--- config.mk ---
export PLATFORM = sky130hd
export DESIGN_NAME = peripheral_dpfifo
export DESIGN_NICKNAME = d
export VERILOG_FILES = /design/src/rtl/peripheral_dpfifo.sv
export SDC_FILE = /design/constraint.sdc
export NUM_CORES = 2
export LEC_CHECK = 0
export CORE_MARGIN = 10
export CORE_UTILIZATION = 45
export CTS_BUF_LIST = sky130_fd_sc_hd__clkbuf_8 sky130_fd_sc_hd__clkbuf_16
export DETAILED_ROUTE_END_ITERATION = 7
export PLACE_DENSITY = 0.6
export SYNTH_ARGS = -nofsm -noshare
export SYNTH_HDL_FRONTEND = slang
export SYNTH_SLANG_ARGS = --single-unit
--- constraint.sdc ---
create_clock -name clk -period 10.1 [get_ports clk]
set_clock_uncertainty 0.15 [all_clocks]
set_input_delay 2.02 -clock clk [delete_from_list [all_inputs] [get_ports clk]]
set_output_delay 2.02 -clock clk [all_outputs]
set_load 0.05 [all_outputs]
--- src/rtl/peripheral_dpfifo.sv ---
// peripheral_dpfifo: bus-mapped FIFO (DATA/STATUS/CTRL/LEVEL) over a simple dual-port RAM.
// Define PERIPHERAL_DPFIFO_IRQ_EN to build the level-threshold interrupt and THR register.
module peripheral_dpfifo #(
  parameter int DATA_W     = 16,
  parameter int DEPTH_LOG2 = 8,
  parameter int ADDR_W     = 16
) (
  input  logic              clk,
  input  logic              reset,
  input  logic [DATA_W-1:0] d_in,
  input  logic              cs,
  input  logic [ADDR_W-1:0] addr,
  input  logic              rd,
  input  logic              wr,
  output logic [DATA_W-1:0] d_out,
  output logic              irq
);
  localparam int DEPTH = 1 << DEPTH_LOG2;
  localparam logic [DEPTH_LOG2:0] MAX = {1'b1, {DEPTH_LOG2{1'b0}}};
  logic [DATA_W-1:0] mem [DEPTH];
  logic [DEPTH_LOG2-1:0] wptr, rptr;
  logic [DEPTH_LOG2:0] count;
  logic ovf, udf, empty, full;
  logic rd_data, wr_data, push, pop, ctrl_wr, flush, clr;
  logic [DATA_W-1:0] status, ctrl, rdata;
  logic unused_addr;
  assign unused_addr = ^addr[ADDR_W-1:2];
  assign empty   = count == '0;
  assign full    = count == MAX;
  assign rd_data = cs && rd && addr[1:0] == 2'd0;
  assign wr_data = cs && wr && addr[1:0] == 2'd0;
  assign pop     = rd_data && !empty;
  // a full FIFO still accepts a push when the same cycle pops
  assign push    = wr_data && (!full || pop);
  assign ctrl_wr = cs && wr && addr[1:0] == 2'd2;
  assign flush   = ctrl_wr && d_in[0];
  assign clr     = ctrl_wr && d_in[1];
  assign status  = DATA_W'({udf, ovf, irq, full, empty});
`ifdef PERIPHERAL_DPFIFO_IRQ_EN
  localparam logic [DEPTH_LOG2-1:0] THR_RST = {1'b1, {(DEPTH_LOG2-1){1'b0}}};
  logic [DEPTH_LOG2-1:0] thr;
  assign ctrl = DATA_W'({thr, 2'b00});
  always_ff @(posedge clk or negedge reset) begin
    if (!reset) begin
      thr <= THR_RST;
      irq <= 1'b0;
    end else begin
      if (ctrl_wr) thr <= d_in[DEPTH_LOG2+1:2];
      irq <= thr != '0 && count >= {1'b0, thr};
    end
  end
`else
  assign ctrl = '0;
  assign irq  = 1'b0;
`endif
  assign rdata = addr[1:0] == 2'd0 ? (empty ? '0 : mem[rptr]) :
                 addr[1:0] == 2'd1 ? status :
                 addr[1:0] == 2'd2 ? ctrl : DATA_W'(count);
  // storage has no reset so it maps onto block RAM
  always_ff @(posedge clk) begin
    if (push) mem[wptr] <= d_in;
  end
  always_ff @(posedge clk or negedge reset) begin
    if (!reset) begin
      wptr  <= '0;
      rptr  <= '0;
      count <= '0;
      ovf   <= 1'b0;
      udf   <= 1'b0;
      d_out <= '0;
    end else begin
      if (cs && rd) d_out <= rdata;
      if (flush) begin
        wptr  <= '0;
        rptr  <= '0;
        count <= '0;
      end else begin
        if (push) wptr <= wptr + 1'b1;
        if (pop) rptr <= rptr + 1'b1;
        count <= count + {{DEPTH_LOG2{1'b0}}, push} - {{DEPTH_LOG2{1'b0}}, pop};
      end
      if (clr) begin
        ovf <= 1'b0;
        udf <= 1'b0;
      end else begin
        if (wr_data && !push) ovf <= 1'b1;
        if (rd_data && empty) udf <= 1'b1;
      end
    end
  end
endmodule

==> results summary <==
The end-of-flow core utilization is 0.5085. Of the total synthesized cell area, the portion taken by full adders, half adders and majority gates is 0.001379. Entering global routing, the biggest net connects 156 pins. The all-layer global routing usage is 0.2297. The share of final-layout standard cells stronger than drive strength 1 is 0.2613. The internal power of the cells is roughly 31 mW. In this run the tightest slew margin relative to its limit is 0.1090. The fraction of the cycle the final worst path needs came out at 0.6409.

The initial utilization of the core area, before any placement, comes to 0.4526. The count of buffers added by post-CTS timing repair for setup came out at 0. The filler cells instantiated in the layout total 27,640. For this run, design rule violations remaining after detail routing come to 0. The mean post-synth cell area is between 20 and 25 um^2. The total overflow left after global routing is 0. The static leakage came out at around 55 nW. The synthesized-area fraction occupied by ao, oa, aoi and oai cells is 0.02534.

Of the total synthesized cell area, the portion taken by XOR and XNOR cells is 0.001042. The path class of the tightest hold or removal check is reg -> reg. Once detail routing completed, the nets flagged for antenna violations numbered 0. After global routing, the most crowded layer is met2.

The die height came out at 615.8 um. The floorplan core area is between 300,000 and 400,000 um^2. The Yosys step of the flow raised 0 warnings. The share of power burned in the clock network came out at 0.334. The post-synthesis async set-or-reset flop share is 0.01039. For this run, global-route usage on met2 was measured as 0.3499.

The die boundary width is 615.8 um. In the routed layout, each cell is associated on average with a via count of just over 6. VDD sags by at most 0.1943 mV. The initial antenna violation count is 38. The detailed router placed between 70,000 and 80,000 vias in this run. The tree is rooted in a sky130_fd_sc_hd__clkbuf_16. The critical path arrival is approximately 6.9 ns. For the worst-skew pair, the clock arrives at the later sink with an insertion delay of 0.99 ns. The half-perimeter wire length after placement came out at around 260 mm.

Of the total power, combinational logic draws 0.232. Of the total synthesized cell area, the portion taken by AND, OR, NAND and NOR gates is 0.01788. The count of endpoints failing hold in the final timing report is 0. The capturing element type of the critical path is a flop. The clock drives 4,139 sinks. The wire length of the first global-routing pass is approximately 620 mm. The met1 track demand over resource in global routing came out at 0.3247. The starting DRC count in detailed routing came out at approximately 11,000. The share of synthesized area spent on multiplexers is 0.1611. The fraction of power spent switching nets came out at 0.2868.

The total of hold buffers inserted after clock tree synthesis came out at 0. The detailed-router iteration count before antenna repair came out at 5. The worst setup path category is in -> reg. STA classifies the critical path startpoint as an input port. The net total in the final layout came out at 7,562. Of the total power, registers draw 0.434. The sum of internal, switching and leakage power is between 40 and 50 mW. At the worst endpoint, the required time is between 10 and 15 ns. After detailed placement, the total cell area comes to approximately 170,000 um^2. For this run, the leading register cell type out of synthesis is sky130_fd_sc_hd__edfxtp_1. The power density of the placed cells is roughly 240 nW/um^2. The H-tree was split into 5 levels.

The final instance area is approximately 180,000 um^2. The number of gates resized after CTS is 0. Leaving out fill and tap cells, the most frequent cell in the layout is sky130_fd_sc_hd__edfxtp_1. Compared with the post-synthesis result, the final layout area differs by 12.37%.

The post-layout minimum cycle time came out at ~6.5 ns. The combinational family with the most area after synthesis is multiplexers. After floorplanning, the core was divided into 218 placement rows. The via count of the first global-routing pass is around 80,000.

In this run, synthesis inferred 4,096 flip-flops with an integrated enable. The average detailed-routed wire length per instance is around 35 um. The synthesized flop and latch total is approximately 4,100.

For this run, the top clock speed supported by timing is approximately 150 MHz. In this run the deepest clock path goes through 4 buffers. The measured slew at the worst slew-check pin came out at roughly 1.3 ns. The die outline area is roughly 380,000 um^2. The share of synthesized area occupied by flip-flops and latches came out at 0.7767.

The final number of setup-violating endpoints came out at 0. The weighted congestion reported at the end of routability-driven placement is a little under 0.9. The combined area of all synthesized cells came out at approximately 160,000 um^2. The max-capacitance violation count is 0.

In the global route stage, met3 resource usage came out at 0.05472. The count of input and output buffers is 38. The number of primary I/O pins is 54. Leaving out fill and tap cells, the most frequent cells in the layout are sky130_fd_sc_hd__edfxtp_1 (4,096), sky130_fd_sc_hd__mux4_2 (983), sky130_fd_sc_hd__clkbuf_16 (414). In the final timing run, aggregate negative setup slack is 0 ns. Clock tree synthesis inserted a total of about 410 buffers. The count of unique library cells instantiated by Yosys is 79. The run finished with clean final reports. The clock-pin slew of the registers on the worst-case setup and hold paths is 0.06 ns. For this design the total switching power over the nets is about 13 mW. The number of pins exceeding their max-slew limit in the final report is 0.

The clock tree from TritonCTS is yes. The cell count after synthesis came out at between 7,000 and 8,000. The synthesized net count is 7,202. The final layout contains routed wiring with a total length of about 450 mm. The highest net fanout along the worst path came out at 21. Setup repair after global routing left no endpoint under its margin.
==> per-stage QoR <==
step	std cells	setup slack, ns	hold WS, ns
floorplan	7148	5.143	0.3407
global placement	11830	2.965	0.3789
detailed placement	11830	2.811	0.3991
CTS	12560	3.809	0.4054
global route	12560	3.486	0.4189
finish	12570	3.627	0.4039
==> synthesized netlist by cell type, drive strengths merged, types with 7 or more instances <==
cell type,count,share of area
edfxtp,4096,0.77
mux4,987,0.14
mux2i,331,0.021
nor2,324,0.0076
buf,260,0.013
clkbuf,150,0.0035
nand2,148,0.0035
a22oi,147,0.0069
a21oi,93,0.0029
o21ai,52,0.0016
a221oi,49,0.0027
nand3,46,0.0014
dfrtp,43,0.0067
o22ai,42,0.0016
a22o,28,0.0015
nor3,22,0.00069
nand4,20,0.00078
nor2b,20,0.00078
a211oi,18,0.00085
a2111oi,17,0.00097
a31oi,17,0.00067
nor4,17,0.00070
ha,16,0.0013
mux2,16,0.0011
o221ai,16,0.00088
a32o,14,0.00088
inv,14,0.00033
o211ai,12,0.00056
xnor2,10,0.00055
and3,9,0.00035
xor2,9,0.00049
nand2b,8,0.00031
a211o,7,0.00038
a32oi,7,0.00038
and2,7,0.00027
==> final timing paths <==
path / from / to / slack, ns / cells after the start
setup / recovery: cs / mem[130][1] / 3.63 / 8
hold / removal: ovf / ovf / 0.40 / 1
setup reg to reg: rptr[0] / d_out[1] / 4.43 / 9
hold reg to reg: ovf / ovf / 0.40 / 1
max in group asynchronous: reset / rptr[3] / 8.34 / 2
min in group asynchronous: reset / d_out[1] / 0.98 / 2
==> cell type report <==
cell class                 count  area [um^2]  share of cell area
inverter                      16        60.06           0.0003346
timing repair buffer         357         3072             0.01711
clock inverter               318         2430             0.01354
clock buffer                 416        10390             0.05787
antenna                       15        37.54           0.0002091
tap                         4730         5918             0.03297
multi-input combinational   2583        33490              0.1866
sequential                  4139       124100              0.6914
==> layer usage <==
metal | part of all wire | vias to the layer above
met5 | 0.00030 | -
li1 | - | 31060
met4 | 0.044 | 18
met2 | 0.46 | 4208
met3 | 0.10 | 768
met1 | 0.39 | 42370
==> critical path: stages <==
cell	delay, ns
sky130_fd_sc_hd__clkdlybuf4s50_1	0.57
sky130_fd_sc_hd__nand2_1	0.50
sky130_fd_sc_hd__a41oi_1	0.42
sky130_fd_sc_hd__buf_4	0.26
sky130_fd_sc_hd__nor3b_1	0.86
sky130_fd_sc_hd__nand2_2	0.80
sky130_fd_sc_hd__buf_4	0.54
sky130_fd_sc_hd__nor2_2	0.84
==> power groups by stage <==
stage	combinational [mW]	clock, mW	sequential [mW]
final	10.2	14.7	19.1
after global routing	10.6	15.5	19.1
after global placement	10.2	0	19.4
after detailed placement	10.2	0	19.4
after CTS	10.2	14.9	19.1
after floorplan	6.91	0	19.4
==> flip-flops by register name, summed over array words and instances, names as in the netlist <==
signal / count
count: 9
d_out: 16
mem: 4096
ovf: 1
rptr: 8
udf: 1
wptr: 8
==> logic make-up after synthesis <==
group / after synthesis
AOI/OAI and AO/OA: 562
xor gates and xnor gates: 19
adders and majority gates: 17
buffers and inverters: 426
DFF: 4139
muxes: 1334
other: 1
and+or+nand+nor: 650
Note: power is estimated with default switching activity, not from simulation.
